[config.mk]
export PLATFORM = sky130hd
export DESIGN_NAME = id_operand_stage_flat
export DESIGN_NICKNAME = d
export VERILOG_FILES = /design/src/rtl/id_operand_stage_if.sv /design/src/rtl/id_operand_stage.sv /design/src/flat_wrapper.sv
export SDC_FILE = /design/constraint.sdc
export NUM_CORES = 1
export LEC_CHECK = 0
export ABC_AREA = 1
export CAP_MARGIN = 10
export CORE_AREA = 2 2 154 156
export CTS_CLUSTER_SIZE = 20
export DETAILED_ROUTE_END_ITERATION = 6
export DIE_AREA = 0 0 156 158
export DONT_BUFFER_PORTS = 1
export RECOVER_POWER = 100
export SYNTH_ARGS = -nofsm -noshare
export SYNTH_HDL_FRONTEND = slang
export SYNTH_SLANG_ARGS = --single-unit
[constraint.sdc]
create_clock -name clk -period 3.18 [get_ports clk]
set_input_delay 0.636 -clock clk [delete_from_list [all_inputs] [get_ports clk]]
set_output_delay 0.636 -clock clk [all_outputs]
set_load 0.1 [all_outputs]
[src/rtl/id_operand_stage_if.sv]
// rtl/id_operand_stage_if.sv - decode-side and EX-side handshake bundle for the ID/EX operand stage
interface id_operand_stage_if #(
  parameter int XLEN   = 32,
  parameter int REG_AW = 5,
  parameter int CTRL_W = 16
);
  logic              in_valid;
  logic              in_ready;
  logic [XLEN-1:0]   in_pc;
  logic              in_re1;
  logic              in_re2;
  logic [REG_AW-1:0] in_raddr1;
  logic [REG_AW-1:0] in_raddr2;
  logic [XLEN-1:0]   in_imm;
  logic [CTRL_W-1:0] in_ctrl;
  logic [REG_AW-1:0] in_rd;
  logic              in_rd_e;

  logic              out_valid;
  logic              out_ready;
  logic [XLEN-1:0]   out_pc;
  logic [XLEN-1:0]   out_op1;
  logic [XLEN-1:0]   out_op2;
  logic [XLEN-1:0]   out_imm;
  logic [CTRL_W-1:0] out_ctrl;
  logic [REG_AW-1:0] out_rd;
  logic              out_rd_e;

  modport master (
    output in_valid, in_pc, in_re1, in_re2, in_raddr1, in_raddr2,
           in_imm, in_ctrl, in_rd, in_rd_e, out_ready,
    input  in_ready, out_valid, out_pc, out_op1, out_op2, out_imm,
           out_ctrl, out_rd, out_rd_e
  );

  modport slave (
    input  in_valid, in_pc, in_re1, in_re2, in_raddr1, in_raddr2,
           in_imm, in_ctrl, in_rd, in_rd_e, out_ready,
    output in_ready, out_valid, out_pc, out_op1, out_op2, out_imm,
           out_ctrl, out_rd, out_rd_e
  );
endinterface

[src/rtl/id_operand_stage.sv]
// rtl/id_operand_stage.sv - ID/EX operand resolution with forwarding, load-use stall and flush
// Optional ID_PERF_CNT_EN adds perf_stall/perf_flush event counters.
module id_operand_stage #(
  parameter int XLEN    = 32,
  parameter int REG_AW  = 5,
  parameter int NUM_FWD = 2,
  parameter int CTRL_W  = 16
) (
  input  logic                      clk,
  input  logic                      rst,
  id_operand_stage_if.slave         bus,
  input  logic [XLEN-1:0]           rdata1,
  input  logic [XLEN-1:0]           rdata2,
  input  logic [NUM_FWD-1:0]        fwd_we,
  input  logic [NUM_FWD*REG_AW-1:0] fwd_waddr,
  input  logic [NUM_FWD*XLEN-1:0]   fwd_wdata,
  input  logic [NUM_FWD-1:0]        fwd_pend,
  input  logic                      flush,
  output logic                      stall_o
`ifdef ID_PERF_CNT_EN
  ,
  output logic [31:0]               perf_stall,
  output logic [31:0]               perf_flush
`endif
);

  typedef enum logic {
    S_EMPTY = 1'b0,
    S_FULL  = 1'b1
  } state_t;

  state_t            state_q, state_d;
  logic [XLEN-1:0]   pc_q, pc_d;
  logic [XLEN-1:0]   op1_q, op1_d;
  logic [XLEN-1:0]   op2_q, op2_d;
  logic [XLEN-1:0]   imm_q, imm_d;
  logic [CTRL_W-1:0] ctrl_q, ctrl_d;
  logic [REG_AW-1:0] rd_q, rd_d;
  logic              rd_e_q, rd_e_d;

  logic [XLEN:0]     res1, res2;
  logic [XLEN-1:0]   op1_val, op2_val;
  logic              haz1, haz2;
  logic              hazard;
  logic              in_ready_c;
  logic              fire;

  // Returns {pending, value}; the lowest-index (youngest) matching writer wins.
  function automatic logic [XLEN:0] fwd_resolve(
    input logic [REG_AW-1:0]         raddr,
    input logic [XLEN-1:0]           rf_data,
    input logic [NUM_FWD-1:0]        we,
    input logic [NUM_FWD*REG_AW-1:0] waddr,
    input logic [NUM_FWD*XLEN-1:0]   wdata,
    input logic [NUM_FWD-1:0]        pend
  );
    logic          found;
    logic [XLEN:0] res;
    found = 1'b0;
    res   = {1'b0, rf_data};
    if (raddr == '0) begin
      res = '0;
    end else begin
      for (int i = 0; i < NUM_FWD; i++) begin
        if (!found && we[i] && (waddr[i*REG_AW +: REG_AW] == raddr)) begin
          found = 1'b1;
          res   = {pend[i], wdata[i*XLEN +: XLEN]};
        end
      end
    end
    return res;
  endfunction

  always_comb begin
    res1    = fwd_resolve(bus.in_raddr1, rdata1, fwd_we, fwd_waddr, fwd_wdata, fwd_pend);
    res2    = fwd_resolve(bus.in_raddr2, rdata2, fwd_we, fwd_waddr, fwd_wdata, fwd_pend);
    op1_val = '0;
    haz1    = 1'b0;
    op2_val = bus.in_imm;
    haz2    = 1'b0;
    if (bus.in_re1) begin
      op1_val = res1[XLEN-1:0];
      haz1    = res1[XLEN];
    end
    if (bus.in_re2) begin
      op2_val = res2[XLEN-1:0];
      haz2    = res2[XLEN];
    end
  end

  assign hazard     = bus.in_valid && (haz1 || haz2);
  assign stall_o    = hazard && !flush;
  assign in_ready_c = !flush && !hazard && ((state_q == S_EMPTY) || bus.out_ready);
  assign fire       = bus.in_valid && in_ready_c;

  always_comb begin
    state_d = state_q;
    pc_d    = pc_q;
    op1_d   = op1_q;
    op2_d   = op2_q;
    imm_d   = imm_q;
    ctrl_d  = ctrl_q;
    rd_d    = rd_q;
    rd_e_d  = rd_e_q;
    // Data registers only move on an accepted instruction; bubbles and flushes just drop valid.
    if (fire) begin
      pc_d   = bus.in_pc;
      op1_d  = op1_val;
      op2_d  = op2_val;
      imm_d  = bus.in_imm;
      ctrl_d = bus.in_ctrl;
      rd_d   = bus.in_rd;
      rd_e_d = bus.in_rd_e;
    end
    if (flush) begin
      state_d = S_EMPTY;
    end else if (fire) begin
      state_d = S_FULL;
    end else if ((state_q == S_FULL) && bus.out_ready) begin
      state_d = S_EMPTY;
    end
  end

  always_ff @(posedge clk) begin
    if (rst) begin
      state_q <= S_EMPTY;
      pc_q    <= '0;
      op1_q   <= '0;
      op2_q   <= '0;
      imm_q   <= '0;
      ctrl_q  <= '0;
      rd_q    <= '0;
      rd_e_q  <= 1'b0;
    end else begin
      state_q <= state_d;
      pc_q    <= pc_d;
      op1_q   <= op1_d;
      op2_q   <= op2_d;
      imm_q   <= imm_d;
      ctrl_q  <= ctrl_d;
      rd_q    <= rd_d;
      rd_e_q  <= rd_e_d;
    end
  end

  assign bus.in_ready  = in_ready_c;
  assign bus.out_valid = (state_q == S_FULL);
  assign bus.out_pc    = pc_q;
  assign bus.out_op1   = op1_q;
  assign bus.out_op2   = op2_q;
  assign bus.out_imm   = imm_q;
  assign bus.out_ctrl  = ctrl_q;
  assign bus.out_rd    = rd_q;
  assign bus.out_rd_e  = rd_e_q;

`ifdef ID_PERF_CNT_EN
  logic [31:0] perf_stall_q, perf_stall_d;
  logic [31:0] perf_flush_q, perf_flush_d;

  always_comb begin
    perf_stall_d = perf_stall_q;
    perf_flush_d = perf_flush_q;
    if (stall_o) begin
      perf_stall_d = perf_stall_q + 32'd1;
    end
    if (flush && ((state_q == S_FULL) || bus.in_valid)) begin
      perf_flush_d = perf_flush_q + 32'd1;
    end
  end

  always_ff @(posedge clk) begin
    if (rst) begin
      perf_stall_q <= '0;
      perf_flush_q <= '0;
    end else begin
      perf_stall_q <= perf_stall_d;
      perf_flush_q <= perf_flush_d;
    end
  end

  assign perf_stall = perf_stall_q;
  assign perf_flush = perf_flush_q;
`endif

endmodule

[src/flat_wrapper.sv]
// flat-port wrapper written by rule: the top's interface ports become plain ports
module id_operand_stage_flat 
#(
  parameter int XLEN    = 32,
  parameter int REG_AW  = 5,
  parameter int NUM_FWD = 2,
  parameter int CTRL_W  = 16
)
  (clk, rst, rdata1, rdata2, fwd_we, fwd_waddr, fwd_wdata, fwd_pend, flush, stall_o, bus_in_valid, bus_in_pc, bus_in_re1, bus_in_re2, bus_in_raddr1, bus_in_raddr2, bus_in_imm, bus_in_ctrl, bus_in_rd, bus_in_rd_e, bus_out_ready, bus_in_ready, bus_out_valid, bus_out_pc, bus_out_op1, bus_out_op2, bus_out_imm, bus_out_ctrl, bus_out_rd, bus_out_rd_e);
  id_operand_stage_if #(.XLEN(XLEN), .REG_AW(REG_AW), .CTRL_W(CTRL_W)) bus_i ();
  input  logic clk;
  input  logic rst;
  input  logic [XLEN-1:0] rdata1;
  input  logic [XLEN-1:0] rdata2;
  input  logic [NUM_FWD-1:0] fwd_we;
  input  logic [NUM_FWD*REG_AW-1:0] fwd_waddr;
  input  logic [NUM_FWD*XLEN-1:0] fwd_wdata;
  input  logic [NUM_FWD-1:0] fwd_pend;
  input  logic flush;
  output logic stall_o;
  input wire logic [$bits(bus_i.in_valid)-1:0] bus_in_valid;
  input wire logic [$bits(bus_i.in_pc)-1:0] bus_in_pc;
  input wire logic [$bits(bus_i.in_re1)-1:0] bus_in_re1;
  input wire logic [$bits(bus_i.in_re2)-1:0] bus_in_re2;
  input wire logic [$bits(bus_i.in_raddr1)-1:0] bus_in_raddr1;
  input wire logic [$bits(bus_i.in_raddr2)-1:0] bus_in_raddr2;
  input wire logic [$bits(bus_i.in_imm)-1:0] bus_in_imm;
  input wire logic [$bits(bus_i.in_ctrl)-1:0] bus_in_ctrl;
  input wire logic [$bits(bus_i.in_rd)-1:0] bus_in_rd;
  input wire logic [$bits(bus_i.in_rd_e)-1:0] bus_in_rd_e;
  input wire logic [$bits(bus_i.out_ready)-1:0] bus_out_ready;
  output wire logic [$bits(bus_i.in_ready)-1:0] bus_in_ready;
  output wire logic [$bits(bus_i.out_valid)-1:0] bus_out_valid;
  output wire logic [$bits(bus_i.out_pc)-1:0] bus_out_pc;
  output wire logic [$bits(bus_i.out_op1)-1:0] bus_out_op1;
  output wire logic [$bits(bus_i.out_op2)-1:0] bus_out_op2;
  output wire logic [$bits(bus_i.out_imm)-1:0] bus_out_imm;
  output wire logic [$bits(bus_i.out_ctrl)-1:0] bus_out_ctrl;
  output wire logic [$bits(bus_i.out_rd)-1:0] bus_out_rd;
  output wire logic [$bits(bus_i.out_rd_e)-1:0] bus_out_rd_e;
  assign bus_i.in_valid = bus_in_valid;
  assign bus_i.in_pc = bus_in_pc;
  assign bus_i.in_re1 = bus_in_re1;
  assign bus_i.in_re2 = bus_in_re2;
  assign bus_i.in_raddr1 = bus_in_raddr1;
  assign bus_i.in_raddr2 = bus_in_raddr2;
  assign bus_i.in_imm = bus_in_imm;
  assign bus_i.in_ctrl = bus_in_ctrl;
  assign bus_i.in_rd = bus_in_rd;
  assign bus_i.in_rd_e = bus_in_rd_e;
  assign bus_i.out_ready = bus_out_ready;
  assign bus_in_ready = bus_i.in_ready;
  assign bus_out_valid = bus_i.out_valid;
  assign bus_out_pc = bus_i.out_pc;
  assign bus_out_op1 = bus_i.out_op1;
  assign bus_out_op2 = bus_i.out_op2;
  assign bus_out_imm = bus_i.out_imm;
  assign bus_out_ctrl = bus_i.out_ctrl;
  assign bus_out_rd = bus_i.out_rd;
  assign bus_out_rd_e = bus_i.out_rd_e;
  id_operand_stage #(.XLEN(XLEN), .REG_AW(REG_AW), .NUM_FWD(NUM_FWD), .CTRL_W(CTRL_W)) u_core (.clk(clk), .rst(rst), .bus(bus_i), .rdata1(rdata1), .rdata2(rdata2), .fwd_we(fwd_we), .fwd_waddr(fwd_waddr), .fwd_wdata(fwd_wdata), .fwd_pend(fwd_pend), .flush(flush), .stall_o(stall_o));
endmodule
# Yosys cells after proc, flatten, opt, wreduce, memory -nomap -nowiden
# Cells that the tools add are included.
# totals
input_bits,245
register_bits,151
# classes
n_eq_ne,4
mux,16
bitwise,1
n_reduce_logical,22
# ops
op,count
$mux 33,6
$mux 32,2
$eq 5x5->1,4
$logic_and 1x1->1,12
$logic_not 5->1,2
$mux 1,8
$logic_not 1->1,4
$logic_or 1x1->1,2
$reduce_bool 2->1,1
$reduce_or 2->1,1
$not 1->1,1

# Logic depth before layout (Yosys ltp)
# logic_depth
word_depth,17
ltp_mapped,15

# Least setup slack after synthesis
# OpenSTA, ideal clock, no wires.
# synth_path
kind,input-to-output
startpoint,input fwd_waddr[4]
endpoint,output bus_in_ready
slack_ns,-0.282
cell_stages,9
n_path_buf,0
t_arrival_ns,2.826
cell_sequence,inv_1 > nand2_1 > a21oi_1 > nand3_2 > nand3_1 > nand2_1 > nand2_2 > nand2_1 > a21oi_1
# synth_via
elab_chain_len,15
word_cells_on_any_way,27
classes_between,2 x eq/ne; 12 x mux; 13 x reduce/logical
# synth_rtl
item,line_no,rtl
from (decl),flat_wrapper.sv:16,input logic [NUM_FWD*REG_AW-1:0] fwd_waddr;
$eq 5x5->1,id_operand_stage.sv:65,if (!found && we[i] && (waddr[i*REG_AW +: REG_AW] == raddr)) begin
$logic_and 1x1->1,id_operand_stage.sv:65,
$mux 1,id_operand_stage.sv:65,
$mux 1,id_operand_stage.sv:61,if (raddr == '0) begin
$logic_not 1->1,id_operand_stage.sv:65,
$logic_and 1x1->1 (2 in series),id_operand_stage.sv:65,
$mux 33,id_operand_stage.sv:65,
$mux 33,id_operand_stage.sv:61,
"$mux 1, on equally long branches","id_operand_stage.sv:81, id_operand_stage.sv:85",
$logic_or 1x1->1 *,id_operand_stage.sv:91,assign hazard = bus.in_valid && (haz1 || haz2);
$logic_and 1x1->1 *,id_operand_stage.sv:91,
$logic_not 1->1 *,id_operand_stage.sv:93,assign in_ready_c = !flush && !hazard && ((state_q == S_EMPTY) || bus.out_ready);
$logic_and 1x1->1 * (2 in series),id_operand_stage.sv:93,
to (decl),flat_wrapper.sv:32,output wire logic [$bits(bus_i.in_ready)-1:0] bus_in_ready;
# Mark *: on every way between the ends. The rest lies on a longest branch, timed or not. The select of a mux whose other input is x is not followed.

# Worst setup path in the final report
# layout_path
startpoint,register u_core.state_q (netlist: u_core.bus.out_valid)
endpoint,output bus_in_ready
# layout_via
elab_chain_len,3
# layout_rtl
item,line_no,rtl
from (decl),id_operand_stage.sv:32,"state_t state_q, state_d;"
from (signal assigned),id_operand_stage.sv:135,state_q <= state_d;
$not 1->1,id_operand_stage.sv:93,
$logic_or 1x1->1,id_operand_stage.sv:93,
$logic_and 1x1->1,id_operand_stage.sv:93,
# Every way passes these cells.

==> impl_metrics.ini <==
[die]
design.portCount = 398
die_area_um2 = 24600
rows = 56
floorplan.initialDensity = 0.371
placeableCoreArea_um2 = 23100
die-height_um = 158
x_dimension_of_the_die_um = 156

[cells_and_area]
layout.cell_area.non_filler_um2 = 9250
nNetsFinal = 1695
insertedDiodeCount = 0
layout-drive-gt1-share = 0.0451
syn_to_final_growth_pct = 8.30

[synth]
synthDominantAreaCellType = sky130_fd_sc_hd__dfxtp_1
synth_cells = 1495
ys_warn_count = 0
synth_seq_area_share = 0.354
ys_top_cells_by_area = sky130_fd_sc_hd__dfxtp_1 35%, sky130_fd_sc_hd__nand2_1 24%, sky130_fd_sc_hd__nor2_1 14%, sky130_fd_sc_hd__inv_1 9.0%, sky130_fd_sc_hd__nand3_1 4.0%
yosysTopAreaCellShare = 0.354
post_synth_cell_types = 21
ys_ff_latch = 151
mappedNetlistNets = 1740
synthesis.area_per_instance_um2 = 5.71
mappedNetlistArea_um2 = 8540

[timing]
final.setup.tns_ns = 0
fin_skew_ns = 0.00877
unrepaired_setup_endpoints_after_global_routing = false
timing.final.max_slew_violations = 0
fin_crit_sh = 0.912
final-setup-viol-count = 0
timing.final.hold_violations = 0
max_freq_mhz = 345
final_period_minus_worst_setup_slack_ns = 2.90
slew_at_the_pin_closest_to_its_max_slew_limit_ns = 1.45
worst_slew_margin_rel = 0.0335

[clock_tree]
clk_pin_slew_ns = 0.08
clk-insertion-delay-late_ns = 0.43
cts-hold-fix-buffers = 0
cts_post_setup_buffers_inserted = 0
ctsHtreeMaxLevel = 4
cts_tree = done
cts_buffers = 17
cts_buffer_depth = 2
number_of_gates_resized_after_cts = 0
clock_tree.root_cell = sky130_fd_sc_hd__clkbuf_16
cts_num_sinks = 151

[worst_setup_path]
critical-path-top-delay-family = buffers and inverters
cp_data_arrival_time_ns = 2.26
critical_path.startpoint_type = flip-flop
data_required_time_of_the_critical_path_ns = 2.54
setup_crit_path_kind = reg -> out
cpMaxStageDelayCell = sky130_fd_sc_hd__clkbuf_1
critical_path_buf_inv_count = 2
crit_top_cell = sky130_fd_sc_hd__nand2_1
path_max_fanout = 2
setup.worst_path.end_class = output pin
critPathMaxStageDelay_ns = 0.90
cp_cell_sequence = clkbuf_1 -> nand2_1 -> nand2_1 -> a21oi_2 -> buf_12

[global_route]
global_router_s_overall_resource_usage = 0.221
wire_length_of_the_first_global_routing_pass_um = 42000
grt_overflow_total = 0
grt_start_max_net_pins = 107
number_of_antenna_violations_at_the_first_check_in_global_routing = 0
grt_pass1_vias = 7683

[placement]
placed_area_um2 = 8700
place.port_buffers = 0
place.detailed.hpwl_um = 21100
place_congestion = 0.909

[drt]
routed_via_density = 4.78
drc_errors = 0
drt_first_iter_violations = 569
drt_first_pass_iters = 5
antenna_violating_nets_post_route = 0
wirelength_um = 28300
routed-via-count = 8372
per_cell_routed_wire_length_um = 16.2

[outcome]
status = finished clean

[power]
power_density_nw_per_um2 = 623
static-leakage-power_nw = 5.06
ir_drop_mv = 0.288
finalPower_mw = 5.77

[hold_path]
timing.hold.worst.class = in -> reg

[run]
cap_viol_max_count = 0
-- area by class of cell --
class	instances	area (µm²)
Timing Repair Buffer	23	225
Clock buffer	17	425
Tap cell	290	363
Fill cell	2535	13800
Clock inverter	14	134
Inverter	212	798
Multi-Input combinational cell	1045	4280
Sequential cell	151	3020
-- flip-flops by register name, indices dropped and copies added (netlist names) --
| name | cells |
|---|---|
| u_core.bus.out_rd | 5 |
| u_core.bus.out_imm | 32 |
| u_core.bus.out_op1 | 32 |
| u_core.bus.out_pc | 32 |
| u_core.bus.out_rd_e | 1 |
| u_core.bus.out_op2 | 32 |
| u_core.bus.out_valid | 1 |
| u_core.bus.out_ctrl | 16 |
-- final timing paths --
| kind | to | depth (start not counted) | slack (ns) | startpoint |
|---|---|---|---|---|
| worst min-delay path | u_core.bus.out_pc[17] | 2 | 0.34 | bus_in_pc[17] |
| worst max-delay path | bus_in_ready | 5 | 0.28 | u_core.bus.out_valid |
| worst min register to register | u_core.bus.out_imm[25] | 4 | 0.97 | u_core.bus.out_imm[25] |
| worst max register to register | u_core.bus.out_op2[13] | 9 | 0.40 | u_core.bus.out_valid |
-- cells in the final DEF, fill, tap and decap left out, drive strengths merged --
cell	n
nand2	551
nor2	314
nand3	69
clkinvlp	3
o211ai	33
inv	221
a21oi	35
nand4	4
buf	19
nor3	1
clkinv	2
clkbuf	21
o21ai	38
dfxtp	151
-- per-layer routing --
layer / global-route usage / wire (µm)
met2: 0.390 / 13800
met3: 0.0802 / 2990
met5: 0 / 0
met1: 0.240 / 10700
met4: 0.0917 / 863
-- cells in the mapped netlist, drive strengths merged --
library cell / instances
nand2: 551
nor2: 314
inv: 212
dfxtp: 151
nand3: 69
buf: 56
o21ai: 38
a21oi: 35
o211ai: 33
clkbuf: 31
nand4: 4
nor3: 1
-- cells by family (layout without fill, tap and decap cells) --
kind of cell	count (synthesis)	in the layout	synth area share
flip-flops	151	151	0.354
AND/OR/NAND/NOR	939	939	0.428
AO/OA/AOI/OAI	106	106	0.0718
buffers and inverters	299	266	0.147
-- stage by stage --
stage | std cells | hold slack (ns) | utilization | setup WS [ns]
final | 1752 | 0.343 | 0.401 | 0.280
after global routing | 1752 | 0.324 | 0.401 | 0.220
after CTS | 1752 | 0.325 | 0.402 | 0.448
after detailed placement | 1721 | 0.734 | 0.378 | 0.454
after global placement | 1721 | 0.737 | 0.378 | 0.463
after floorplan | 1495 | 0.771 | - | 0.272
-- report_power, final --
group	total (mW)	internal, mW	leakage, nW	switching, mW
clock network	1.97	1.03	0.266	0.932
registers	3.12	2.03	1.25	1.09
logic	0.677	0.233	3.55	0.444
Power figures use the tool's default switching activity.
